[src/rtl/link_tx_scheduler_pkg.sv]
// Shared types and constants for the board-to-board transmit link.
package link_tx_scheduler_pkg;

   localparam int unsigned FRAME_BITS = 18;
   localparam int unsigned PAYLOAD_W  = 12;
   localparam int unsigned NUM_REQ    = 4;

   // Pending-flag slots, ordered highest priority first
   localparam int unsigned IDX_CONNECT = 0;
   localparam int unsigned IDX_START   = 1;
   localparam int unsigned IDX_FINISH  = 2;
   localparam int unsigned IDX_CELL    = 3;

   typedef enum logic [2:0] {
      OP_NONE    = 3'd0,
      OP_CONNECT = 3'd1,
      OP_START   = 3'd2,
      OP_FINISH  = 3'd3,
      OP_CELL    = 3'd4
   } opcode_e;

   typedef enum logic [1:0] {
      ST_IDLE,
      ST_SEND,
      ST_WAIT_ACK,
      ST_GAP
   } state_e;

   typedef struct packed {
      logic [3:0] val;
      logic [3:0] col;
      logic [3:0] row;
   } cell_t;

   // Bit 0 goes on the wire first: start, opcode, payload, even parity, stop
   function automatic logic [FRAME_BITS-1:0] build_frame(input opcode_e op,
                                                         input logic [PAYLOAD_W-1:0] payload);
      logic parity;
      parity = ^{payload, op};
      return {1'b1, parity, payload, op, 1'b0};
   endfunction

endpackage

[src/rtl/link_frame_shifter.sv]
// Serializes one framed word onto the link, holding each bit for BIT_CYCLES clocks.
module link_frame_shifter
   import link_tx_scheduler_pkg::*;
#(
   parameter int unsigned BIT_CYCLES = 5000
) (
   input  logic                  clk,
   input  logic                  reset,
   input  logic                  load,
   input  logic [FRAME_BITS-1:0] frame,
   output logic                  tx_line,
   output logic                  done_c
);

   localparam int unsigned CYC_W = $clog2(BIT_CYCLES + 1);
   localparam int unsigned BIT_W = $clog2(FRAME_BITS);

   logic [FRAME_BITS-1:0] shreg_q, shreg_d;
   logic [CYC_W-1:0]      cyc_q, cyc_d;
   logic [BIT_W-1:0]      bit_q, bit_d;
   logic                  active_q, active_d;
   logic                  tx_line_q, tx_line_d;

   // Load puts the start bit on the line at the same edge the FSM enters SEND
   always_comb begin
      shreg_d   = shreg_q;
      cyc_d     = cyc_q;
      bit_d     = bit_q;
      active_d  = active_q;
      tx_line_d = tx_line_q;
      done_c    = 1'b0;
      if (load) begin
         shreg_d   = frame;
         cyc_d     = '0;
         bit_d     = '0;
         active_d  = 1'b1;
         tx_line_d = frame[0];
      end else if (active_q) begin
         if (cyc_q == CYC_W'(BIT_CYCLES - 1)) begin
            cyc_d = '0;
            if (bit_q == BIT_W'(FRAME_BITS - 1)) begin
               active_d  = 1'b0;
               tx_line_d = 1'b1;
               done_c    = 1'b1;
            end else begin
               bit_d     = bit_q + BIT_W'(1);
               shreg_d   = shreg_q >> 1;
               tx_line_d = shreg_q[1];
            end
         end else begin
            cyc_d = cyc_q + CYC_W'(1);
         end
      end
   end

   always_ff @(posedge clk) begin
      if (reset) begin
         shreg_q   <= '0;
         cyc_q     <= '0;
         bit_q     <= '0;
         active_q  <= 1'b0;
         tx_line_q <= 1'b1;
      end else begin
         shreg_q   <= shreg_d;
         cyc_q     <= cyc_d;
         bit_q     <= bit_d;
         active_q  <= active_d;
         tx_line_q <= tx_line_d;
      end
   end

   assign tx_line = tx_line_q;

endmodule

[src/rtl/link_tx_scheduler.sv]
// Arbitrates link messages by fixed priority, sends them framed, and
// retries on missing acknowledge until the message is dropped.
module link_tx_scheduler
   import link_tx_scheduler_pkg::*;
#(
   parameter int unsigned BIT_CYCLES  = 5000,
   parameter int unsigned ACK_TIMEOUT = 200000,
   parameter int unsigned GAP_CYCLES  = 16,
   parameter int unsigned MAX_RETRY   = 3
) (
   input  logic       clk,
   input  logic       reset,
   input  logic       link_enable,
   input  logic       req_connect,
   input  logic       req_start,
   input  logic       req_finish,
   input  logic       req_cell,
   input  logic [3:0] cell_row,
   input  logic [3:0] cell_col,
   input  logic [3:0] cell_val,
   input  logic       rx_ack,
   input  logic [2:0] rx_ack_opcode,
   output logic       tx_line,
   output logic       cell_ready,
   output logic       busy,
   output logic       tx_done,
   output logic       tx_fail,
   output logic [2:0] tx_opcode,
   output logic       link_error
);

   localparam int unsigned TMR_MAX = (ACK_TIMEOUT > GAP_CYCLES) ? ACK_TIMEOUT : GAP_CYCLES;
   localparam int unsigned TMR_W   = $clog2(TMR_MAX + 1);
   localparam int unsigned RETRY_W = $clog2(MAX_RETRY + 2);

   state_e                state_q, state_d;
   opcode_e               opcode_q, opcode_d;
   logic [PAYLOAD_W-1:0]  payload_q, payload_d;
   logic [NUM_REQ-1:0]    pend_q, pend_d;
   cell_t                 cell_q, cell_d;
   logic [TMR_W-1:0]      tmr_q, tmr_d;
   logic [RETRY_W-1:0]    retry_q, retry_d;
   logic                  retry_pend_q, retry_pend_d;
   logic                  cell_ready_q, cell_ready_d;
   logic                  busy_q, busy_d;
   logic                  tx_done_q, tx_done_d;
   logic                  tx_fail_q, tx_fail_d;
   logic                  link_error_q, link_error_d;

   logic [NUM_REQ-1:0]    req_set;
   logic [NUM_REQ-1:0]    grant;
   logic                  cell_accept;
   logic                  ack_hit;
   logic                  load_c;
   logic                  shift_done_c;
   logic [FRAME_BITS-1:0] frame;

   assign cell_accept = req_cell & cell_ready_q & link_enable;
   assign ack_hit     = rx_ack & (rx_ack_opcode == opcode_q);

   always_comb begin
      req_set              = '0;
      req_set[IDX_CONNECT] = req_connect & link_enable;
      req_set[IDX_START]   = req_start & link_enable;
      req_set[IDX_FINISH]  = req_finish & link_enable;
      req_set[IDX_CELL]    = cell_accept;
   end

   always_comb begin
      state_d      = state_q;
      opcode_d     = opcode_q;
      payload_d    = payload_q;
      cell_d       = cell_q;
      tmr_d        = '0;
      retry_d      = retry_q;
      retry_pend_d = retry_pend_q;
      cell_ready_d = cell_ready_q;
      tx_done_d    = 1'b0;
      tx_fail_d    = 1'b0;
      link_error_d = link_error_q;
      grant        = '0;
      load_c       = 1'b0;

      unique case (state_q)
         ST_IDLE: begin
            if (|pend_q) begin
               payload_d = '0;
               if (pend_q[IDX_CONNECT]) begin
                  grant[IDX_CONNECT] = 1'b1;
                  opcode_d           = OP_CONNECT;
               end else if (pend_q[IDX_START]) begin
                  grant[IDX_START] = 1'b1;
                  opcode_d         = OP_START;
               end else if (pend_q[IDX_FINISH]) begin
                  grant[IDX_FINISH] = 1'b1;
                  opcode_d          = OP_FINISH;
               end else begin
                  grant[IDX_CELL] = 1'b1;
                  opcode_d        = OP_CELL;
                  payload_d       = cell_q;
               end
               retry_d      = '0;
               retry_pend_d = 1'b0;
               load_c       = 1'b1;
               state_d      = ST_SEND;
            end
         end
         ST_SEND: begin
            if (shift_done_c) begin
               state_d = ST_WAIT_ACK;
            end
         end
         // A matching ack in the expiry cycle still counts as delivered
         ST_WAIT_ACK: begin
            if (ack_hit) begin
               tx_done_d    = 1'b1;
               retry_pend_d = 1'b0;
               if (opcode_q == OP_CELL) cell_ready_d = 1'b1;
               state_d      = ST_GAP;
            end else if (tmr_q == TMR_W'(ACK_TIMEOUT - 1)) begin
               if (retry_q < RETRY_W'(MAX_RETRY)) begin
                  retry_d      = retry_q + RETRY_W'(1);
                  retry_pend_d = 1'b1;
               end else begin
                  tx_fail_d    = 1'b1;
                  link_error_d = 1'b1;
                  retry_pend_d = 1'b0;
                  if (opcode_q == OP_CELL) cell_ready_d = 1'b1;
               end
               state_d = ST_GAP;
            end else begin
               tmr_d = tmr_q + TMR_W'(1);
            end
         end
         ST_GAP: begin
            if (tmr_q == TMR_W'(GAP_CYCLES - 1)) begin
               if (retry_pend_q) begin
                  retry_pend_d = 1'b0;
                  load_c       = 1'b1;
                  state_d      = ST_SEND;
               end else begin
                  state_d = ST_IDLE;
               end
            end else begin
               tmr_d = tmr_q + TMR_W'(1);
            end
         end
         default: state_d = ST_IDLE;
      endcase

      // A request arriving with its own grant keeps the flag set
      pend_d = (pend_q & ~grant) | req_set;
      if (cell_accept) begin
         cell_d       = '{val: cell_val, col: cell_col, row: cell_row};
         cell_ready_d = 1'b0;
      end
      busy_d = (state_d != ST_IDLE);
   end

   assign frame = build_frame(opcode_d, payload_d);

   always_ff @(posedge clk) begin
      if (reset) begin
         state_q      <= ST_IDLE;
         opcode_q     <= OP_NONE;
         payload_q    <= '0;
         pend_q       <= '0;
         cell_q       <= '0;
         tmr_q        <= '0;
         retry_q      <= '0;
         retry_pend_q <= 1'b0;
         cell_ready_q <= 1'b1;
         busy_q       <= 1'b0;
         tx_done_q    <= 1'b0;
         tx_fail_q    <= 1'b0;
         link_error_q <= 1'b0;
      end else begin
         state_q      <= state_d;
         opcode_q     <= opcode_d;
         payload_q    <= payload_d;
         pend_q       <= pend_d;
         cell_q       <= cell_d;
         tmr_q        <= tmr_d;
         retry_q      <= retry_d;
         retry_pend_q <= retry_pend_d;
         cell_ready_q <= cell_ready_d;
         busy_q       <= busy_d;
         tx_done_q    <= tx_done_d;
         tx_fail_q    <= tx_fail_d;
         link_error_q <= link_error_d;
      end
   end

   link_frame_shifter #(
      .BIT_CYCLES(BIT_CYCLES)
   ) u_shifter (
      .clk    (clk),
      .reset  (reset),
      .load   (load_c),
      .frame  (frame),
      .tx_line(tx_line),
      .done_c (shift_done_c)
   );

   assign cell_ready = cell_ready_q;
   assign busy       = busy_q;
   assign tx_done    = tx_done_q;
   assign tx_fail    = tx_fail_q;
   assign tx_opcode  = opcode_q;
   assign link_error = link_error_q;

endmodule

[config.mk]
export PLATFORM = sky130hd
export DESIGN_NAME = link_tx_scheduler
export DESIGN_NICKNAME = d
export VERILOG_FILES = /design/src/rtl/link_tx_scheduler_pkg.sv /design/src/rtl/link_frame_shifter.sv /design/src/rtl/link_tx_scheduler.sv
export SDC_FILE = /design/constraint.sdc
export NUM_CORES = 1
export LEC_CHECK = 0
export BUFFER_PORTS_ARGS = -buffer_cell sky130_fd_sc_hd__buf_2
export CORE_MARGIN = 3
export CORE_UTILIZATION = 50
export CTS_CLUSTER_SIZE = 40
export DETAILED_ROUTE_END_ITERATION = 12
export PLACE_DENSITY = 0.71
export SLEW_MARGIN = 10
export SYNTH_ARGS = -nofsm -noshare
export SYNTH_HDL_FRONTEND = slang
export SYNTH_SLANG_ARGS = --single-unit
[constraint.sdc]
create_clock -name clk -period 2.35 [get_ports clk]
set_clock_uncertainty 0.1 [all_clocks]
set_input_delay 0.3525 -clock clk [delete_from_list [all_inputs] [get_ports clk]]
set_output_delay 0.3525 -clock clk [all_outputs]
set_load 0.01 [all_outputs]
Word-level counts from Yosys, hierarchy flattened
Cells that the tools add are included.

$lt $le $gt $ge: 1. Equality and inequality tests: 17. Multiplexer cells: 69. Reductions and logical operators: 20. $add $sub $neg: 4. Bitwise operators: 14.

Operators by type and width (count): $mux 18 (7); $mux 12 (5); $pmux 18 s2 (1); $mux 1 (33); $mux 3 (10); $add 18x1->18 const B (1); $eq 18x18->1 const B (1); $eq 18x4->1 const B (1); $reduce_xor 15->1 (1); $add 13x1->13 const B (1); $eq 13x13->1 const B (1); $mux 13 (1); $mux 2 (6); $ne 2x2->1 const B (6); $reduce_bool 2->1 (5); $reduce_and 3->1 (3); $mux 4 (2); $pmux 2 s4 (1); $reduce_and 4->1 (2); $reduce_or 4->1 (2); $and 1x1->1 (6); $ne 3x3->1 const B (2); $pmux 3 s2 (1); $reduce_bool 3->1 (2); 18 further kinds (24).

Flip-flop bits (word level): 98. Logic and storage cells: 146.

Logic depth before layout (Yosys ltp)
Gate-level depths: netlist of the first run.

Word-level depth: 8. Mapped depth: 11. Mapped depth without buffers: 9.

Hierarchy
A second synthesis of the first run with hierarchy kept.

Cells, all modules: 539. Area, all modules: 4613.2 um^2.

Modules (own cells, without submodules): link_tx_scheduler (area an instance 2802.7 um^2, instances 1, cells an instance 330, seq. area each 1201.2 um^2); link_frame_shifter (area an instance 1810.5 um^2, instances 1, cells an instance 209, seq. area each 740.7 um^2).

Worst setup path after synthesis of the first run
OpenSTA, ideal clock, no wires.

Kind: flip-flop to flip-flop. Start: register state_q[0]. End: register u_shifter.shreg_q[16]. Library setup time: 0.079 ns. Cell stages (with the launch flop): 10. Data required time: 2.171 ns. Setup slack: -0.126 ns. Arrival: 2.297 ns. Cells stage by stage: dfxtp_1 inv_1 ha_1 clkbuf_1 o21ai_0 a21oi_1 xnor3_1 xnor3_1 xnor2_1 a211oi_2.

Cells in the longest elaborated chain, start to end: 4.

Ends and longest elaborated chain: from (decl) (line link_tx_scheduler.sv:36) `state_e state_q, state_d;`; from (signal assigned) (line link_tx_scheduler.sv:178) `state_q <= state_d;`; $eq 2x2->1 or $logic_not 2->1 (tied branches) (line link_tx_scheduler.sv:84) `unique case (state_q)`; $pmux 1 s2 (tied with other cells) (line link_tx_scheduler.sv:84); $ne 2x2->1 (no line) (tied with other cells); $reduce_and 3->1 (no line) or $mux 18 (tied branches); to (signal assigned) (line link_frame_shifter.sv:64) `shreg_q <= shreg_d;`; to (decl) (line link_frame_shifter.sv:18) `logic [FRAME_BITS-1:0] shreg_q, shreg_d;`.

Parallel ways exist; a longest one is shown, timed or not. A chain may end at the register's enable or synchronous reset.

Worst setup path in the final report of the first run
Ends and elaborated chain as after synthesis.

==> results.toml, run 1 <==
[logic_synthesis]
netlist_area_sq_um = 4379
synthTopCellsByArea = "dfxtp_1 44%, xnor2_1 6.2%, nor2_1 5.6%"
synth_top_area_share_pct = 44.34
synth-seq-cells = 97
yosys.area.top_type = "dfxtp_1"
ys_seq_area_share_pct = 44.34
ys_async_sr_fraction_pct = 0
synth_cell_types = 52
ys.flop_type = "dfxtp_1"
postSynthCellCount = 495
avgSynthCellArea_sq_um = 8.847
synth_fp_nets = 528
synth-edff-count = 0
yosys_warnings = 0

[detailed_routing]
viasPerCell = 5.321
drtIter0Drc = 165
first_pass_iters = 5
ant_nets = 0
drt-total-wl_um = 9172
remaining_drc_errors = 0
routedWlPerCell_um = 13.69
dr_total_vias = 3565

[worst_setup_path]
critical_path_required_ns = 2.53
critPathSlowestCell = "dfxtp_1"
crit_path_frequent_cell = "buf_4"
start_kind = "flip-flop"
max_stage_delay_ns = 0.33
worstPathMaxFanout = 9
crit_type = "flip-flop to flip-flop"
crit_buf_inv = 4
cp-end-kind = "flip-flop"
path_cells = "inv_1 -> ha_4 -> buf_4 -> o21ai_4 -> buf_6 -> buf_4 -> a21oi_2 -> xnor2_2 -> xnor3_1 -> xnor2_1 -> a211oi_2"
critPathTopFamily = "XOR/XNOR gates"
cp_data_arrival_time_ns = 2.50

[status]
status = "completed"

[hold_path]
hold_path_class = "input pin to flip-flop"

[floorplanning]
die_h_um = 99.59
dieArea_sq_um = 9917
fp-row-count = 33
die_w_um = 99.59
io_pins = 32
core_sq_um = 8341
start_util_pct = 52.51

[placed_design]
dp_hpwl_um = 6673
place_congestion = 0.8529
placed_area_sq_um = 4865
portBuffers = 31

[sta]
hold_ws_ns = 0.1178
fmax_mhz = 432.1
fin_crit_sh_pct = 98.48
setup_viol = 0
slew_headroom_pct = 68.37
hold_viol_final = 0
finalMaxSlewViolations = 0
period_minus_slack_ns = 2.314
rsz0062_at_grt = "yes"
worst_slew_pin_slew_ns = 0.4731

[global_route]
grt_pass1_wl_um = 15880
first_global_vias = 3391
grt_max_degree = 30
gr-total-overflow = 0
grt_use_total_pct = 19.52
grt_antenna_before_repair = 0

[layout]
finalNetCount = 593
area_growth_pct = 20.20
fill_cells = 714
seqCellArea_sq_um = 1946
num_antenna_cells = 0
multi_input_area_sq_um = 2409
final_common_cell = "dfxtp_1"
drive_gt1_share_pct = 21.77
stdcell_area_sq_um = 5264
final_cell_mix = "94 x dfxtp_1, 65 x nor2_1, 45 x nand2_1, 45 x buf_4, 31 x buf_2"

[run]
max-cap-violations = 0

[clocking]
cts_root_buf = "clkbuf_8"
cts_inserted_buffers = 9
worst_skew_pair.late_latency_ns = 0.36
cts_buffer_depth = 2
cts_tree = "built"
htree_levels = 3
clkSlewWorstSetupHoldPaths_ns = 0.09
cts_sinks = 97
holdBufCountCts = 0

[power]
pwr_density_cell_nw_per_um2 = 721.3
power_leakage_nw = 2.063
finalPower_mw = 3.797
ir_drop_mv = 0.3024
## report_power, final
part           leakage (nW)  switching [mW]  internal [mW]  total, mW
clock                 0.101           0.560          0.524       1.08
combinational          1.17           0.439          0.445      0.884
sequential            0.789          0.0720           1.76       1.83
## Yosys cell counts, drive strengths merged, types with 11 or more instances
cell,n
a211oi,30
a21oi,37
and3,21
clkbuf,19
dfxtp,97
nand2,45
nand4,11
nor2,65
nor2b,17
nor3,12
xnor2,31
xor2,20
## registers in the layout, indices dropped and copies added (netlist names)
name,cells
tx_fail,1
cell_q,12
payload_q,12
u_shifter.active_q,1
retry_pend_q,1
u_shifter.bit_q,5
tmr_q,18
tx_opcode,3
cell_ready,1
busy,1
u_shifter.tx_line,1
link_error,1
pend_q,4
u_shifter.shreg_q,17
state_q,2
u_shifter.cyc_q,13
retry_q,3
tx_done,1
## final timing paths
path                            to  slack (ns)        start  depth (start not counted)
min                      cell_q[9]        0.12  cell_val[1]                          3
min reg2reg               tmr_q[0]        0.35     tmr_q[0]                          1
max reg2reg  u_shifter.shreg_q[16]        0.04   state_q[0]                         11
max          u_shifter.shreg_q[16]        0.04   state_q[0]                         11
## layer usage
layer	GRT usage [%]	wire length [um]	up-vias
met5	0	0	-
met4	7.668	147	0
met3	2.875	335	12
met2	30.32	4148	52
met1	27.36	4540	1653
li1	-	-	1848
## cells by family (layout without fill, tap and decap cells)
family | count (synthesis) | count (layout) | synth area share [%]
AND/OR/NAND/NOR | 205 | 205 | 23.23
adder cells (fa/ha/maj) | 10 | 10 | 2.857
buffers and inverters | 33 | 103 | 3.228
AO/OA/AOI/OAI | 94 | 94 | 14.43
multiplexers | 3 | 3 | 0.6857
flip-flops | 97 | 97 | 44.34
XOR/XNOR | 53 | 53 | 11.23
## metrics by stage
stage                     std cells  setup slack (ns)  setup TNS (ns)  util, %
final                           670           0.03583               0    63.11
after global routing            670          -0.04781        -0.05446    63.11
after CTS                       661           0.01330               0    60.77
after detailed placement        645          -0.03590        -0.03590    58.33
after global placement          645           0.05892               0    58.33
after floorplan                 495           0.05527               0        -
## what timing repair did
item,4_1_cts,5_1_grt
setup endpoints to repair,1,34
buffers inserted,0,9
gates resized for setup,2,27
pin swaps,0,9
## worst register-to-register path: stages (launching register included)
cell and delay (ns):
dfxtp_1 0.33, inv_1 0.12, ha_4 0.21, buf_4 0.15, o21ai_4 0.08, buf_6 0.13
buf_4 0.13, a21oi_2 0.20, xnor2_2 0.15, xnor3_1 0.33, xnor2_1 0.15, a211oi_2 0.17
## layout make-up
| class | count | area share [%] |
|---|---|---|
| sequential | 97 | 36.96 |
| multi-input combinational | 365 | 45.76 |
| timing repair buffer | 81 | 10.60 |
| inverter | 6 | 0.4279 |
| tap | 105 | 2.496 |
| clock buffer | 12 | 2.757 |
| clock inverter | 4 | 0.9983 |
(Power assumes the default switching activity.)
==> inputs of run 2 (changes only) <==
Settings changed: RECOVER_POWER set to 25.
==> run 2 against run 1 <==
  * Count of clock-buffer cells in the layout did not move
  * Highest routed layer unchanged
  * Clock power barely moved
  * Sequential share of layout area rose by 0.097 points
  * Worst hold slack barely moved
  * Non-clock buffer count did not move
  * Cell count did not move
  * Sequential power barely moved
  * Combinational power fell by 0.5%
  * Design area fell by 0.26%
  * Via count rose by 0.14%
  * Register-to-register slack barely moved
  * Critical endpoint unchanged
==> results.toml, run 2 (synthesis gave the netlist of run 1 again) <==
[sta]
slew_headroom_pct = 68.37
setup_viol = 0
worst_slack_ns = 0.03265
period_minus_slack_ns = 2.317
rsz0062_at_grt = "yes"
fmax_mhz = 431.5
worst_slew_pin_slew_ns = 0.4731
finalSetupTns_ns = 0
hold_viol_final = 0
fin_crit_sh_pct = 98.61
finalMaxSlewViolations = 0

[layout]
final_cells = 670
largest_register = "tmr_q"
num_antenna_cells = 0
drive_gt1_share_pct = 20.18
final_common_cell = "dfxtp_1"
multi_input_area_sq_um = 2405
final_cell_mix = "94 x dfxtp_1, 65 x nor2_1, 45 x nand2_1, 45 x buf_4"
largest_reg_flops = 18
finalNetCount = 593
top_regs = "tmr_q (18), u_shifter.shreg_q (17), u_shifter.cyc_q (13)"
seqCellArea_sq_um = 1946
area_growth_pct = 19.89
fill_cells = 717

[placed_design]
dp_cells = 645
portBuffers = 31
dp_hpwl_um = 6673
place_congestion = 0.8529
dp_worst_setup_slack_ns = -0.03590

[detailed_routing]
routedWlPerCell_um = 13.75
dr_total_vias = 3570
viasPerCell = 5.328
drtIter0Drc = 122
remaining_drc_errors = 0
ant_nets = 0
first_pass_iters = 4
drt-total-wl_um = 9211

[worst_setup_path]
critPathSlowestCell = "o41a_1"
cp_data_arrival_time_ns = 2.50
crit_path_frequent_cell = "xnor3_1"
crit_type = "flip-flop to flip-flop"
start_kind = "flip-flop"
cp-end-kind = "flip-flop"
critical_path_required_ns = 2.53
max_stage_delay_ns = 0.40
path_cells = "buf_6 -> o41a_1 -> buf_4 -> and3_4 -> a21oi_4 -> xnor3_1 -> xnor3_1 -> xnor2_1 -> a211oi_2"
worstPathMaxFanout = 5

[clocking]
clkSlewWorstSetupHoldPaths_ns = 0.09
cts_root_buf = "clkbuf_8"
cts_tree = "built"
worst_skew_pair.late_latency_ns = 0.36
cts_inserted_buffers = 9
cts_sinks = 97
htree_levels = 3
cts_buffer_depth = 2

[floorplanning]
die_h_um = 99.59
fp-row-count = 33
die_w_um = 99.59
io_pins = 32
start_util_pct = 52.51
dieArea_sq_um = 9917
core_sq_um = 8341

[power]
power_leakage_nw = 2.034
pwr_density_cell_nw_per_um2 = 723.0
ir_drop_mv = 0.3012

[status]
status = "completed"

[global_route]
grt_pass1_wl_um = 15880
grt_max_degree = 30
grt_antenna_before_repair = 0
gr-total-overflow = 0
first_global_vias = 3391
grt_use_total_pct = 19.52

[run]
max-cap-violations = 0

[hold_path]
hold_path_class = "input pin to flip-flop"
-- run 2: layout make-up --
cell class | instances | area share [%]
Clock buffer | 12 | 2.765
Clock inverter | 4 | 1.001
Inverter | 6 | 0.4290
Multi-Input combinational cell | 365 | 45.81
Sequential cell | 97 | 37.06
Tap cell | 105 | 2.502
Timing Repair Buffer | 81 | 10.44
-- run 2: routing by layer --
layer / vias to the layer above / track usage (%) / wire, um
met5: - / 0 / 0
met4: 0 / 7.668 / 147
met3: 12 / 2.875 / 325
met2: 48 / 30.32 / 4155
met1: 1664 / 27.36 / 4583
li1: 1846 / - / -
-- run 2: worst max-delay path, delay by kind of cell (launching register included) --
kind            cells  cell delay, ns
xor+xnor            3            0.68
compound gates      3            0.70
simple gates        1            0.18
buf+inv             2            0.27
flops               1            0.33
-- run 2: final timing paths --
| check | from | endpoint | slack [ns] | depth (start not counted) |
|---|---|---|---|---|
| worst max-delay path | pend_q[2] | u_shifter.shreg_q[16] | 0.03 | 9 |
| worst max register to register | pend_q[2] | u_shifter.shreg_q[16] | 0.03 | 9 |
| worst min-delay path | cell_val[1] | cell_q[9] | 0.12 | 3 |
| worst min register to register | tmr_q[0] | tmr_q[0] | 0.35 | 1 |
-- run 2: metrics by stage --
stage	power [mW]	util [%]	cell area, sq um	hold WS (ns)
global placement	2.619	58.33	4865	0.3240
global route	3.982	62.95	5250	0.1139
CTS	3.727	60.77	5069	0.1091
finish	3.796	62.95	5250	0.1176
detailed placement	2.639	58.33	4865	0.3397
floorplan	2.382	-	4384	0.3132
-- run 2: power by group --
part | switching, mW | total [mW] | internal (mW)
Sequential | 0.0724 | 1.83 | 1.76
Combinational | 0.439 | 0.880 | 0.441
Clock | 0.563 | 1.09 | 0.525
-- run 2: what timing repair did --
| action | in CTS | in global routing |
|---|---|---|
| setup buffers | 0 | 9 |
| gates cloned | 0 | 0 |
| hold buffers | 0 | 0 |
| resized for setup | 2 | 27 |
| endpoints found under the setup margin | 1 | 34 |
| pin swaps | 0 | 9 |
| hold endpoints to repair | 0 | 0 |
